**config.mk**
```make
export PLATFORM = sky130hd
export DESIGN_NAME = led_page_ctrl
export DESIGN_NICKNAME = d
export VERILOG_FILES = /design/src/rtl/led_page_ctrl.sv
export SDC_FILE = /design/constraint.sdc
export NUM_CORES = 1
export LEC_CHECK = 0
export ABC_AREA = 1
export ABC_CLOCK_PERIOD_IN_PS = 2400
export BUFFER_PORTS_ARGS = -buffer_cell sky130_fd_sc_hd__buf_2
export CAP_MARGIN = 40
export CORE_ASPECT_RATIO = 1.5
export CORE_MARGIN = 2
export CORE_UTILIZATION = 40
export CTS_CLUSTER_DIAMETER = 50
export DETAILED_ROUTE_END_ITERATION = 6
export PLACE_DENSITY_LB_ADDON = 0.12
export SETUP_SLACK_MARGIN = 0.05
export SKIP_LAST_GASP = 1
export SLEW_MARGIN = 40
export SYNTH_ARGS = -nofsm -noshare
export SYNTH_HDL_FRONTEND = slang
export SYNTH_SLANG_ARGS = --single-unit
```
**constraint.sdc**
```tcl
create_clock -name clk -period 2.4 [get_ports clk]
set_clock_uncertainty 0.1 [all_clocks]
set_input_delay 0 -clock clk [delete_from_list [all_inputs] [get_ports clk]]
set_output_delay 0 -clock clk [all_outputs]
set_load 0.05 [all_outputs]
```
**src/rtl/led_page_ctrl.sv**
```systemverilog
// Debug 7-segment page/source controller: synchronised, debounced buttons select a 64-bit
// source and one of its 16-bit words. Optional auto page scan: define LED_PAGE_AUTO_SCAN_EN.
module led_page_ctrl #(
  parameter int NSRC        = 4,
  parameter int SW          = 2,
  parameter int DEB_CYCLES  = 50000,
  parameter int SCAN_CYCLES = 50000000
) (
  input  logic               clk,
  input  logic               reset,
  input  logic [NSRC*64-1:0] src_data,
  input  logic               btn_page,
  input  logic               btn_src,
  input  logic               freeze,
  input  logic               scan_en,
  output logic [15:0]        disp_word,
  output logic [1:0]         page,
  output logic [SW-1:0]      src_sel,
  output logic [3:0]         dp_n
);

  localparam int CW = $clog2(DEB_CYCLES);

  // Button index 0 = page, 1 = source
  logic [1:0]         sync1_q, sync2_q;
  logic [1:0]         acc_q, acc_d;
  logic [1:0]         press_q, press_d;
  logic [1:0][CW-1:0] cnt_q, cnt_d;

  logic [1:0]    page_q, page_d;
  logic [SW-1:0] src_q, src_d;
  logic [63:0]   snap_q, snap_d;
  logic          reload_q, reload_d;
  logic [15:0]   disp_q, disp_d;
  logic [3:0]    dpn_q, dpn_d;
  logic          page_adv;

`ifdef LED_PAGE_AUTO_SCAN_EN
  localparam int TW = $clog2(SCAN_CYCLES);
  logic [TW-1:0] timer_q, timer_d;
  logic          scan_tc;
  assign scan_tc = scan_en && (timer_q == TW'(SCAN_CYCLES - 1));
`else
  logic unused_scan_en;
  assign unused_scan_en = scan_en;
`endif

  // Counter runs while the synchronised level disagrees with the accepted one
  always_comb begin
    acc_d   = acc_q;
    press_d = '0;
    cnt_d   = cnt_q;
    for (int b = 0; b < 2; b++) begin
      if (sync2_q[b] == acc_q[b]) begin
        cnt_d[b] = '0;
      end else if (cnt_q[b] == CW'(DEB_CYCLES - 1)) begin
        cnt_d[b]   = '0;
        acc_d[b]   = sync2_q[b];
        press_d[b] = sync2_q[b];
      end else begin
        cnt_d[b] = cnt_q[b] + 1'b1;
      end
    end
  end

  always_comb begin
    page_d   = page_q;
    src_d    = src_q;
    snap_d   = snap_q;
    reload_d = press_q[1];
    page_adv = press_q[0];
`ifdef LED_PAGE_AUTO_SCAN_EN
    page_adv = press_q[0] | scan_tc;
    if (!scan_en || press_q[0] || press_q[1] || scan_tc) timer_d = '0;
    else                                                 timer_d = timer_q + 1'b1;
`endif
    // Source press wins over a coincident page advance
    if (press_q[1]) begin
      src_d  = (src_q == SW'(NSRC - 1)) ? '0 : src_q + 1'b1;
      page_d = 2'd0;
    end else if (page_adv) begin
      page_d = page_q + 2'd1;
    end
    if (!freeze || reload_q) snap_d = src_data[int'(src_q)*64 +: 64];
    disp_d = snap_q[(3 - int'(page_q))*16 +: 16];
    dpn_d  = ~(4'b1000 >> page_q);
  end

  always_ff @(posedge clk) begin
    if (reset) begin
      sync1_q  <= '0;
      sync2_q  <= '0;
      acc_q    <= '0;
      press_q  <= '0;
      cnt_q    <= '0;
      page_q   <= '0;
      src_q    <= '0;
      snap_q   <= '0;
      reload_q <= 1'b0;
      disp_q   <= '0;
      dpn_q    <= 4'b0111;
`ifdef LED_PAGE_AUTO_SCAN_EN
      timer_q  <= '0;
`endif
    end else begin
      sync1_q  <= {btn_src, btn_page};
      sync2_q  <= sync1_q;
      acc_q    <= acc_d;
      press_q  <= press_d;
      cnt_q    <= cnt_d;
      page_q   <= page_d;
      src_q    <= src_d;
      snap_q   <= snap_d;
      reload_q <= reload_d;
      disp_q   <= disp_d;
      dpn_q    <= dpn_d;
`ifdef LED_PAGE_AUTO_SCAN_EN
      timer_q  <= timer_d;
`endif
    end
  end

  assign disp_word = disp_q;
  assign page      = page_q;
  assign src_sel   = src_q;
  assign dp_n      = dpn_q;

endmodule

```
== Word level (Yosys, flattened, before mapping) ==
Index checks and enable logic that the tools add are counted.

* Logic and storage cells: 42
* Register bits after elaboration: 129
* Input port bits: 262

* Reduce and logical (&&, ||, !) cells: 9
* Muxes and demuxes: 1
* Add/subtract/negate cells: 5
* Bitwise logic cells: 5
* Equal/unequal tests: 5
* Shift operators: 3

{| class="wikitable"
|+ Operators with widths
! cell !! number
|-
| indexed part select 256 x 9 -> 64 bit || 1
|-
| indexed part select 64 x 7 -> 16 bit || 1
|-
| adder 16 x 1 -> 16 bit (second input constant) || 2
|-
| == test 16 bit (second input constant) || 2
|-
| OR reduction 3 bit || 4
|-
| adder 2 x 1 -> 2 bit (second input constant) || 2
|-
| NOT 1 bit || 4
|-
| NOT 4 bit || 1
|-
| AND reduction 2 bit || 2
|-
| right shift 4 x 2 -> 4 bit (first input constant) || 1
|-
| subtractor 2 x 2 -> 3 bit (first input constant) || 1
|-
| == test 1 bit || 2
|-
| == test 2 bit (second input constant) || 1
|-
| 2-to-1 mux 2 bit || 1
|-
| OR reduction 2 bit || 1
|-
| logical NOT 1 bit || 1
|-
| logical OR 1 bit || 1
|}

== Logic depth before layout (Yosys ltp) ==
Gate-level depths: netlist of the first run.

* Word-level depth: 3
* Mapped depth: 8
* Depth with buffers taken out: 8

== Least setup slack after synthesis of the first run ==
OpenSTA, ideal clock, no wires.

* Path type: reg2reg
* Start point: reg page_q[0], in the netlist page[0]
* End point: reg page_q[1], in the netlist page[1]
* Library setup time: 0.135 ns
* Period minus slack after synthesis: 1.911 ns
* Arrival time: 1.677 ns
* Path slack: 0.489 ns
* Cell stages (with the launch flop): 7
* Buffers on the path: 2
* Path through: dfxtp_1 > clkbuf_1 > inv_2 > clkbuf_1 > ha_1 > o21ai_0 > a21oi_1

* Word-level cells in the longest chain between the ends: 1

{| class="wikitable"
|+ RTL lines
! element !! RTL line !! RTL
|-
| start, declared || 30 || <nowiki>logic [1:0] page_q, page_d;</nowiki>
|-
| start signal, assigned || 111 || <nowiki>page_q <= page_d;</nowiki>
|-
| adder 2 x 1 -> 2 bit || 82 || <nowiki>page_d = page_q + 2'd1;</nowiki>
|}

No other way between the ends.
A chain may end at the register's enable or synchronous reset.

== Final worst setup path of the first run ==
* Start point: reg src_q[0], in the netlist src_sel[0]
* End point: reg snap_q[31]

* Word-level cells in the longest chain between the ends: 1

{| class="wikitable"
|+ RTL lines
! element !! RTL line !! RTL
|-
| start, declared || 31 || <nowiki>logic [SW-1:0] src_q, src_d;</nowiki>
|-
| start signal, assigned || 112 || <nowiki>src_q <= src_d;</nowiki>
|-
| indexed part select 256 x 9 -> 64 bit || 84 || <nowiki>if (!freeze || reload_q) snap_d = src_data[int'(src_q)*64 +: 64];</nowiki>
|-
| end signal, assigned || 113 || <nowiki>snap_q <= snap_d;</nowiki>
|-
| end, declared || 32 || <nowiki>logic [63:0] snap_q, snap_d;</nowiki>
|}

No other way between the ends.

==> results_dict.tcl, run 1 <==
set metrics [dict create \
    die_width_um 114 \
    comb_power_share_pct 12.9 \
    finalHoldViolCount 5 \
    hp-class "in -> reg" \
    swShare_pct 23.8 \
    slowest_delay_ps 610 \
    detail_route.first_pass.iterations 5 \
    finalSetupTns_ps 0 \
    power.net_switching_w 0.00134 \
    root_buffer "sky130_fd_sc_hd__clkbuf_16" \
    cts_max_level 4 \
    worstSkewPairLatency_ps 420 \
    path_delay_family "buffers and inverters" \
    rsz_0062_raised_after_global_routing "false" \
    coreArea_mm2 0.0178 \
    post_synth_instance_area_mm2 0.00722 \
    port_buffers 284 \
    cp_slowest_cell "sky130_fd_sc_hd__dlygate4sd3_1" \
    worstSetupPathType "reg -> reg" \
    cts.path.max_buffers 2 \
    drc 0 \
    fin_worst_hold_slack_ps -14.4 \
    layout_worst_path_cycle_share_pct 87.2 \
    cts_post_setup_buffers_inserted 0 \
    fmaxAchievable_ghz 0.478 \
    route.detailed.vias_per_inst 5.03 \
    grt_overflow_total 0 \
    setup_violations 0 \
    antenna_found_initial 0 \
    timing.max_cap.violations 0 \
    cp_data_arrival_time_ps 2350 \
    worstSetupStartpointType "flip-flop" \
    yosys_most_used_dff "sky130_fd_sc_hd__dfxtp_1" \
    antenna_cells_inserted 0 \
    global_route.usage.total_pct 24.3 \
    clk_transition_reported_paths_ps 50 \
    die_y_extent_um 169 \
    netlist_instances 1080 \
    sequentialPowerShare_pct 40.5 \
    power.density_mw_per_mm2 540 \
    drv_slew 0 \
    max-vdd-ir-drop_mv 0.449 \
    synthDominantAreaCellType "sky130_fd_sc_hd__dfxtp_1" \
    synth-edff-count 0 \
    clock_sinks 129 \
    yosysSeqAreaShare_pct 35.8 \
    design_area_mm2 0.0105 \
    dpl-instance-area_mm2 0.00865 \
    route.final.wire_length_um 23900 \
    unique_cell_type_count_in_the_yosys_netlist 31 \
    floorplan.io_pins 286 \
    first_global_vias 7997 \
    first_pass_grt_wire_length_um 37800 \
    relSlewSlack_pct 49.7 \
    core_rows 60 \
    ys_warn_count 0 \
    timing.final.crit_period_ps 2090 \
    post_synth.cell_area_avg_um2 6.69 \
    route.vias.total 8407 \
    largest_net_degree_at_the_start_of_global_routing 58 \
    cts_buffers 17 \
    globalplace.congestion 0.843 \
    initial_utilization_pct 40.6 \
    yosysMostFrequentCell "sky130_fd_sc_hd__nor2_1" \
    worst_path_cell_trace "buf_4 > o21ai_0 > o22ai_1 > dlygate4sd3_1 > o21bai_1 > inv_1" \
    fraction_of_final_layout_cells_with_drive_strength_greater_than_1_pct 24.0 \
    violations "hold timing" \
    detailed_place_hpwl_um 16400 \
    detail_route.iter0.violations 374 \
    critPathRequiredTime_ps 2660 \
    tightestPinTransition_ps 754 \
    cp.buffers_inverters 3 \
    critical_path_endpoint_category "flip-flop" \
    postSynthRegisterBits 129 \
    mappedNetlistNets 1349 \
    status "finished, violations left" \
    internal_power_w 0.00430 \
    detail-route-antenna-nets 0 \
    synth_commonest_cells "sky130_fd_sc_hd__nor2_1, sky130_fd_sc_hd__o21ai_0, sky130_fd_sc_hd__dfxtp_1" \
    crit_fanout 53 \
    synth.top_cell.area_share_pct 35.8 \
    total_leakage_power_nw 4.99 \
    async_flop_share_pct 0 \
    post-layout-total-power_w 0.00564 \
    num-nets-final 1712 \
    synthTopCellsByArea "sky130_fd_sc_hd__dfxtp_1, sky130_fd_sc_hd__nor2_1, sky130_fd_sc_hd__o21ai_0" \
    cts_tree "built" \
    die_area_mm2 0.0192 \
    power_frac_clock_pct 46.6 \
    area_growth_syn_to_layout_pct 44.8 \
    drt-wirelength-per-cell_um 14.3 \
]
[registers in the layout, summed over array words and instances (netlist names)]
| register | flops |
|---|---|
| acc_q | 2 |
| cnt_q | 32 |
| disp_word | 16 |
| dp_n | 4 |
| page | 2 |
| press_q | 2 |
| reload_q | 1 |
| snap_q | 64 |
| src_sel | 2 |
| sync1_q | 2 |
| sync2_q | 2 |
[layer usage]
metal  wire [µm]  up-vias  share of wire, %  global-route usage [%]
met4         601        0               2.5                    8.32
met2       12000      251                50                    44.1
met5           0        -                 0                       0
met1       10200     3800                43                    28.8
li1            -     4321                 -                       -
met3        1080       35               4.5                    4.01
[layout by cell type (no fill, tap or decap), types with 13 or more instances in the layout]
master / n
sky130_fd_sc_hd__a21oi_1: 32
sky130_fd_sc_hd__buf_2: 284
sky130_fd_sc_hd__buf_4: 15
sky130_fd_sc_hd__clkbuf_16: 17
sky130_fd_sc_hd__dfxtp_1: 127
sky130_fd_sc_hd__dlygate4sd3_1: 120
sky130_fd_sc_hd__inv_1: 99
sky130_fd_sc_hd__nand2_1: 61
sky130_fd_sc_hd__nand3_1: 19
sky130_fd_sc_hd__nor2_1: 248
sky130_fd_sc_hd__o21ai_0: 164
sky130_fd_sc_hd__o21ai_1: 65
sky130_fd_sc_hd__o21bai_1: 64
sky130_fd_sc_hd__o22ai_1: 64
sky130_fd_sc_hd__xor2_1: 13
[worst min-delay path: stages]
cell                       delay [ps]
sky130_fd_sc_hd__buf_2             80
sky130_fd_sc_hd__o21ai_1           60
sky130_fd_sc_hd__o22ai_1          190
sky130_fd_sc_hd__o21bai_1          90
sky130_fd_sc_hd__inv_1             50
[power groups by stage]
stage | combinational (W) | sequential, W | clock (W)
global placement | 0.000570 | 0.00233 | 0
finish | 0.000730 | 0.00228 | 0.00263
global route | 0.000803 | 0.00229 | 0.00277
CTS | 0.000728 | 0.00228 | 0.00266
detailed placement | 0.000575 | 0.00233 | 0
floorplan | 0.000245 | 0.00236 | 0
[through the flow]
step,util [%],hold WS [ps],worst slack [ps],instances
final,58.8,-14.4,306,1672
after global routing,58.8,5.52,161,1672
after CTS,58.7,1.42,336,1671
after detailed placement,48.6,110,654,1521
after global placement,48.6,110,655,1521
after floorplan,-,6.97,489,1080
[what timing repair did]
action / CTS / global route
setup endpoints to repair: 0 / 0
hold buffers: 119 / 1
resized for setup: 0 / 0
endpoints found under the hold margin: 74 / 1
[layout make-up]
| type | count | area (µm²) |
|---|---|---|
| inverters | 111 | 420 |
| well taps | 217 | 272 |
| repair buffers | 421 | 2780 |
| fillers | 1732 | 7330 |
| multi-input cells | 763 | 3800 |
| clock buffers | 18 | 439 |
| flip-flops and latches | 129 | 2590 |
| clock inverters | 13 | 163 |
[path summary, 6_finish.rpt]
path            startpoint         end  slack (ps)  cells past startpoint
max             src_sel[0]  snap_q[31]         310                      6
min          src_data[103]  snap_q[39]         -10                      5
max reg2reg     src_sel[0]  snap_q[31]         310                      6
min reg2reg     sync1_q[1]  sync2_q[1]         300                      2
[logic make-up after synthesis]
kind of cell / synth area share [%]
and+or+nand+nor: 19.3
adders and majority gates: 1.21
DFF: 35.8
AOI/OAI and AO/OA: 30.4
buffers and inverters: 11.6
xor gates and xnor gates: 1.70
Power figures use the tool's default switching activity.
==> run 2, diff against run 1 <==
--- a/config.mk
+++ b/config.mk
@@ -5,7 +5,6 @@
 export SDC_FILE = /design/constraint.sdc
 export NUM_CORES = 1
 export LEC_CHECK = 0
-export ABC_AREA = 1
 export ABC_CLOCK_PERIOD_IN_PS = 2400
 export BUFFER_PORTS_ARGS = -buffer_cell sky130_fd_sc_hd__buf_2
 export CAP_MARGIN = 40
==> run 2 against run 1 <==
  * The flow now finishes without violations
  * Critical path type unchanged
  * Combinational power decreased by 17%
  * Synthesized cell count shrank 42%
  * Die area decreased by 9.0%
  * Count of clock-buffer cells in the layout unchanged
  * Non-clock buffer count shrank 73
  * Global-route usage decreased by 0.95 points
  * Largest power group unchanged
  * First-iteration DRC count shrank 2.1%
  * Hold slack improved by 22 ps
  * Sequential share of layout area up 2.7 points
  * Routed wire length fell by 16%
  * Final cell count decreased by 30%
==> results_dict.tcl, run 2 <==
set metrics [dict create \
    critPathRequiredTime_ps 2600 \
    status "complete, no violations" \
    grt_use_met1_pct 24.2 \
    unique_cell_type_count_in_the_yosys_netlist 35 \
    finalSetupTns_ps 0 \
    layout_worst_path_cycle_share_pct 90.8 \
    detailed_place_hpwl_um 14700 \
    hp-class "in -> reg" \
    postLayoutCoreUtil_pct 58.5 \
    grt_overflow_total 0 \
    cts.path.max_buffers 2 \
    worstReg2RegEnd "snap_q[33]" \
    yosys_most_used_dff "sky130_fd_sc_hd__dfxtp_1" \
    worstSkewPairLatency_ps 410 \
    clk_transition_reported_paths_ps 60 \
    power.density_mw_per_mm2 622 \
    async_flop_share_pct 0 \
    route.final.wire_length_um 20000 \
    initial_utilization_pct 40.6 \
    synth.top_cell.area_share_pct 39.4 \
    antenna_found_initial 1 \
    swShare_pct 21.1 \
    largest_register_ff_count 64 \
    timing.final.crit_period_ps 2180 \
    coreArea_mm2 0.0161 \
    power_frac_clock_pct 51.1 \
    worstHoldStart "src_data[30]" \
    num-nets-final 1221 \
    die_area_mm2 0.0174 \
    globalplace.congestion 0.834 \
    relSlewSlack_pct 54.9 \
    timing.reg2reg.setup_slack_ps 220 \
    drv_slew 0 \
    min_path_cells 4 \
    placed_cells 1084 \
    globalRouteMet2Util_pct 44.3 \
    rsz_0062_raised_after_global_routing "false" \
    tightestPinTransition_ps 676 \
    drt-wirelength-per-cell_um 17.1 \
    post_synth_instance_area_mm2 0.00655 \
    worstSetupPathType "reg -> reg" \
    route.vias.total 6116 \
    cts_max_level 4 \
    largest_net_degree_at_the_start_of_global_routing 69 \
    root_buffer "sky130_fd_sc_hd__clkbuf_16" \
    cts_tree "built" \
    highest_utilization_routing_layer_at_the_global_route_stage "met2" \
    yosysSeqAreaShare_pct 39.4 \
    cts_post_setup_buffers_inserted 0 \
    post_synth.cell_area_avg_um2 10.4 \
    critical_path.reg2reg.startpoint "src_sel[0]" \
    worstSetupStartpointType "flip-flop" \
    max-vdd-ir-drop_mv 0.447 \
    timing.max_cap.violations 0 \
    synthDominantAreaCellType "sky130_fd_sc_hd__dfxtp_1" \
    fraction_of_final_layout_cells_with_drive_strength_greater_than_1_pct 42.8 \
    mappedNetlistNets 900 \
    drc 0 \
    core_rows 57 \
    layout.cells.most_common_list "sky130_fd_sc_hd__buf_2, sky130_fd_sc_hd__nand2_1, sky130_fd_sc_hd__dfxtp_1, sky130_fd_sc_hd__mux4_2, sky130_fd_sc_hd__a21oi_1" \
    detail-route-antenna-nets 0 \
    die_y_extent_um 161 \
    total_leakage_power_nw 3.78 \
    power.net_switching_w 0.00124 \
    detail_route.iter0.violations 366 \
    synthTopCellsByArea "sky130_fd_sc_hd__dfxtp_1, sky130_fd_sc_hd__mux4_2, sky130_fd_sc_hd__nand2_1" \
    crit_fanout 34 \
    grt_use_met3_pct 4.59 \
    cp_data_arrival_time_ps 2380 \
    finalHoldViolCount 0 \
    comb_power_share_pct 10.3 \
    route.detailed.vias_per_inst 5.22 \
    ys_warn_count 0 \
    max_flop_register "snap_q" \
    yosysMostFrequentCell "sky130_fd_sc_hd__nand2_1" \
    port_buffers 284 \
    first_global_vias 6592 \
    area_growth_syn_to_layout_pct 43.9 \
    sequentialPowerShare_pct 38.6 \
    holdPathEnd "snap_q[30]" \
    synth-edff-count 0 \
    detail_route.first_pass.iterations 4 \
    non_filler_instance_count_after_layout 1172 \
    die_width_um 108 \
    first_pass_grt_wire_length_um 31400 \
    clock_sinks 129 \
    postSynthRegisterBits 129 \
    setup_violations 0 \
    global_route.usage.total_pct 23.4 \
    floorplan.io_pins 286 \
    cts_buffers 17 \
    critical_path_endpoint_category "flip-flop" \
    synth_commonest_cells "sky130_fd_sc_hd__nand2_1, sky130_fd_sc_hd__dfxtp_1, sky130_fd_sc_hd__mux4_2" \
    fmaxAchievable_ghz 0.459 \
    netlist_instances 631 \
    internal_power_w 0.00463 \
    final_common_cell "sky130_fd_sc_hd__buf_2" \
    reg2reg_depth 5 \
]
==> run 2: changes by cell type after synthesis, sizes merged, moves of 8 or more <==
cell | before | now
o21ai | 229 | 2
nor2 | 249 | 41
inv | 108 | 9
mux4 | 0 | 80
nand2 | 63 | 135
o21bai | 64 | 0
o22ai | 64 | 0
a21oi | 32 | 65
nor2b | 0 | 24
xnor2 | 1 | 24
clkbuf | 42 | 24
buf | 35 | 22
nor4 | 0 | 9
nand3 | 19 | 11
==> run 2: per-layer routing <==
metal / up-vias / share of wire (%)
li1: 2902 / -
met1: 2943 / 35
met2: 231 / 57
met3: 40 / 4.9
met4: 0 / 3.1
met5: - / 0
==> run 2: area by class of cell <==
type	count	area, µm²
inverters	9	33.8
diodes	1	2.50
repair buffers	348	2130
clock inverters	14	262
flip-flops and latches	129	2590
well taps	206	258
fillers	1444	6690
clock buffers	18	429
multi-input cells	447	3730
==> run 2: kinds of logic (layout without fill, tap and decap cells) <==
family	count (synthesis)	in the layout	synth area share, %
compound gates	70	70	5.63
xor+xnor	30	30	4.01
fa+ha+maj	7	7	1.34
buf+inv	55	389	3.86
flops	129	129	39.4
mux	84	84	28.1
other cells	0	1	0
simple gates	256	256	17.6
==> run 2: power by group through the flow <==
stage               Combinational (W)  Sequential (W)  Clock (W)
floorplan                    0.000229         0.00232          0
global placement             0.000526         0.00231          0
detailed placement           0.000541         0.00231          0
CTS                          0.000609         0.00226    0.00304
global route                 0.000665         0.00227    0.00313
finish                       0.000606         0.00226    0.00299
==> run 2: worst max-delay path by stage <==
stage                               to  slack [ps]        from
after CTS                   snap_q[33]          60  src_sel[0]
after floorplan           disp_word[7]         300     page[1]
after global routing        snap_q[33]         130  src_sel[0]
final                       snap_q[33]         220  src_sel[0]
after detailed placement     cnt_q[28]         460   cnt_q[16]
after global placement       cnt_q[30]         570   cnt_q[16]
==> run 2: critical path: stages (launching register included) <==
cell and delay [ps]:
sky130_fd_sc_hd__dfxtp_4 390, sky130_fd_sc_hd__buf_16 250, sky130_fd_sc_hd__mux4_2 550, sky130_fd_sc_hd__nand2_1 90, sky130_fd_sc_hd__a21oi_1 80, sky130_fd_sc_hd__dlygate4sd3_1 580
==> run 2: what timing repair did <==
item,4_1_cts,5_1_grt
hold buffers,54,0
gates resized for setup,0,1
hold endpoints to repair,56,0
endpoints found under the setup margin,0,18
==> run 2: per-stage QoR <==
stage | worst slack (ps) | total power, W | hold slack, ps | cell area (µm²)
after floorplan | 304 | 0.00255 | 28.2 | 6550
after global placement | 566 | 0.00284 | 130 | 8160
after detailed placement | 460 | 0.00285 | 117 | 8160
after CTS | 59.6 | 0.00591 | 0.641 | 9390
after global routing | 130 | 0.00606 | 9.06 | 9430
final | 220 | 0.00587 | 7.35 | 9430
==> run 3, diff against run 2 <==
--- a/config.mk
+++ b/config.mk
@@ -13,6 +13,7 @@
 export CORE_UTILIZATION = 40
 export CTS_CLUSTER_DIAMETER = 50
 export DETAILED_ROUTE_END_ITERATION = 6
+export GPL_TIMING_DRIVEN = 0
 export PLACE_DENSITY_LB_ADDON = 0.12
 export SETUP_SLACK_MARGIN = 0.05
 export SKIP_LAST_GASP = 1
==> run 3 against run 2 <==
  * The flow now finishes with violations (hold timing)
  * Design area decreased by 0.35%
  * Combinational power up 0.8%
  * Via count is 0.25% higher
  * Hold slack lost 15 ps
  * Sequential power about the same
  * Routed wire length is 3.4% higher
  * Fmax shrank 1.7%
  * Critical path type unchanged
  * Largest power group unchanged
==> results_dict.tcl, run 3 (synthesized netlist as in run 2, its figures left out) <==
set metrics [dict create \
    timing.final.crit_period_ps 2220 \
    cts_buffers 17 \
    post_cts_hold_buffer_count 53 \
    detail_route.first_pass.iterations 4 \
    global_route.usage.total_pct 24.5 \
    max_flop_register "snap_q" \
    largest_register_ff_count 64 \
    rsz_0062_raised_after_global_routing "false" \
    critPathRequiredTime_ps 2580 \
    core_rows 57 \
    route.vias.total 6131 \
    initial_utilization_pct 40.6 \
    setup_violations 0 \
    largest_net_degree_at_the_start_of_global_routing 17 \
    cts.path.max_buffers 2 \
    route.detailed.vias_per_inst 5.08 \
    drv_slew 0 \
    relSlewSlack_pct 56.5 \
    grt_overflow_total 0 \
    floorplan.io_pins 286 \
    first_global_vias 6459 \
    fill_cell_total_of_the_finished_layout 1491 \
    first_pass_grt_wire_length_um 32200 \
    antenna_cells_inserted 0 \
    num-nets-final 1256 \
    postCtsResizedCells 0 \
    tightestPinTransition_ps 653 \
    violations "hold timing" \
    die_area_mm2 0.0174 \
    max-vdd-ir-drop_mv 0.455 \
    layout_worst_path_cycle_share_pct 92.4 \
    detailed_place_hpwl_um 16400 \
    finalSetupTns_ps 0 \
    die_y_extent_um 161 \
    worstSkewPairLatency_ps 420 \
    fin_worst_hold_slack_ps -7.39 \
    power.density_mw_per_mm2 598 \
    worstSetupPathType "reg -> reg" \
    area_growth_syn_to_layout_pct 43.4 \
    cp_data_arrival_time_ps 2400 \
    globalplace.congestion 0.779 \
    detail_route.iter0.violations 218 \
    root_buffer "sky130_fd_sc_hd__clkbuf_16" \
    layout.cells.most_common_list "sky130_fd_sc_hd__buf_2, sky130_fd_sc_hd__nand2_1, sky130_fd_sc_hd__dfxtp_1, sky130_fd_sc_hd__mux4_2, sky130_fd_sc_hd__a21oi_1" \
    final_common_cell "sky130_fd_sc_hd__buf_2" \
    cts_max_level 4 \
    antenna_found_initial 0 \
    port_buffers 284 \
    hp-class "in -> reg" \
    critical_path_endpoint_category "flip-flop" \
    finalHoldViolCount 8 \
    clock_sinks 129 \
    die_width_um 108 \
    route.final.wire_length_um 20700 \
    detail-route-antenna-nets 0 \
    fraction_of_final_layout_cells_with_drive_strength_greater_than_1_pct 41.3 \
    cts_tree "built" \
    total_leakage_power_nw 3.79 \
    crit_fanout 10 \
    timing.max_cap.violations 0 \
    postLayoutCoreUtil_pct 58.3 \
    clk_transition_reported_paths_ps 50 \
    worstSetupStartpointType "flip-flop" \
    coreArea_mm2 0.0161 \
    drt-wirelength-per-cell_um 17.1 \
    drc 0 \
    status "finished, violations left" \
    cts_post_setup_buffers_inserted 0 \
    fmaxAchievable_ghz 0.451 \
]
==> run 3: cell count changes in the layout (fill, tap and decap cells not counted), moves of 2 or more <==
cell and change:
sky130_fd_sc_hd__bufinv_16 -3, sky130_fd_sc_hd__buf_2 +8, sky130_fd_sc_hd__dfxtp_1 +2, sky130_fd_sc_hd__buf_1 +6
sky130_fd_sc_hd__buf_4 +3, sky130_fd_sc_hd__clkbuf_8 +3, sky130_fd_sc_hd__clkinv_4 -2, sky130_fd_sc_hd__buf_12 -4
sky130_fd_sc_hd__clkbuf_1 +26
==> run 3: area by class of cell <==
type                            count  area [µm²]  share of cell area (%)
Tap cell                          206         258                    2.74
Sequential cell                   129        2580                    27.5
Timing Repair Buffer              337        1950                    20.8
Clock inverter                      9         154                    1.64
Inverter                            9        33.8                   0.360
Multi-Input combinational cell    447        3720                    39.6
Clock buffer                       23         478                    5.09
Buffer                             46         219                    2.33
==> run 3: path summary, 6_finish.rpt <==
check,start,to,slack [ps],cells past startpoint
worst max-delay path,src_sel[0],snap_q[56],180,5
worst max register to register,src_sel[0],snap_q[56],180,5
worst min-delay path,src_data[182],snap_q[54],-7,4
worst min register to register,sync1_q[1],sync2_q[1],340,1
==> run 3: critical path, stage by stage, from the launching register on <==
cell and delay (ps):
sky130_fd_sc_hd__dfxtp_1 390, sky130_fd_sc_hd__buf_2 360, sky130_fd_sc_hd__mux4_2 540, sky130_fd_sc_hd__dlygate4sd3_1 560, sky130_fd_sc_hd__nand2_1 70, sky130_fd_sc_hd__a21oi_1 60
==> run 3: layer usage <==
| metal | vias to the layer above | part of all wire [%] | global-route usage [%] |
|---|---|---|---|
| li1 | 2967 | - | - |
| met1 | 2898 | 37 | 26.7 |
| met2 | 221 | 55 | 45.3 |
| met3 | 45 | 4.8 | 4.95 |
| met4 | 0 | 3.0 | 9.67 |
| met5 | - | 0 | 0 |
==> run 3: where the power goes <==
part / internal (W) / switching [W] / total [W]
Clock: 0.00182 / 0.000918 / 0.00274
Sequential: 0.00222 / 0.0000477 / 0.00227
Combinational: 0.000354 / 0.000257 / 0.000611
Total: 0.00439 / 0.00122 / 0.00561
==> run 3: metrics by stage <==
stage	worst slack [ps]	power [W]	cells	hold slack, ps	instance area [µm²]
5_1_grt	57.0	0.00581	1206	5.26	9390
2_1_floorplan	304	0.00255	631	28.2	6550
6_report	183	0.00561	1206	-7.39	9390
4_1_cts	174	0.00564	1206	1.38	9390
3_3_place_gp	417	0.00284	1121	130	8230
3_5_place_dp	418	0.00286	1121	140	8230
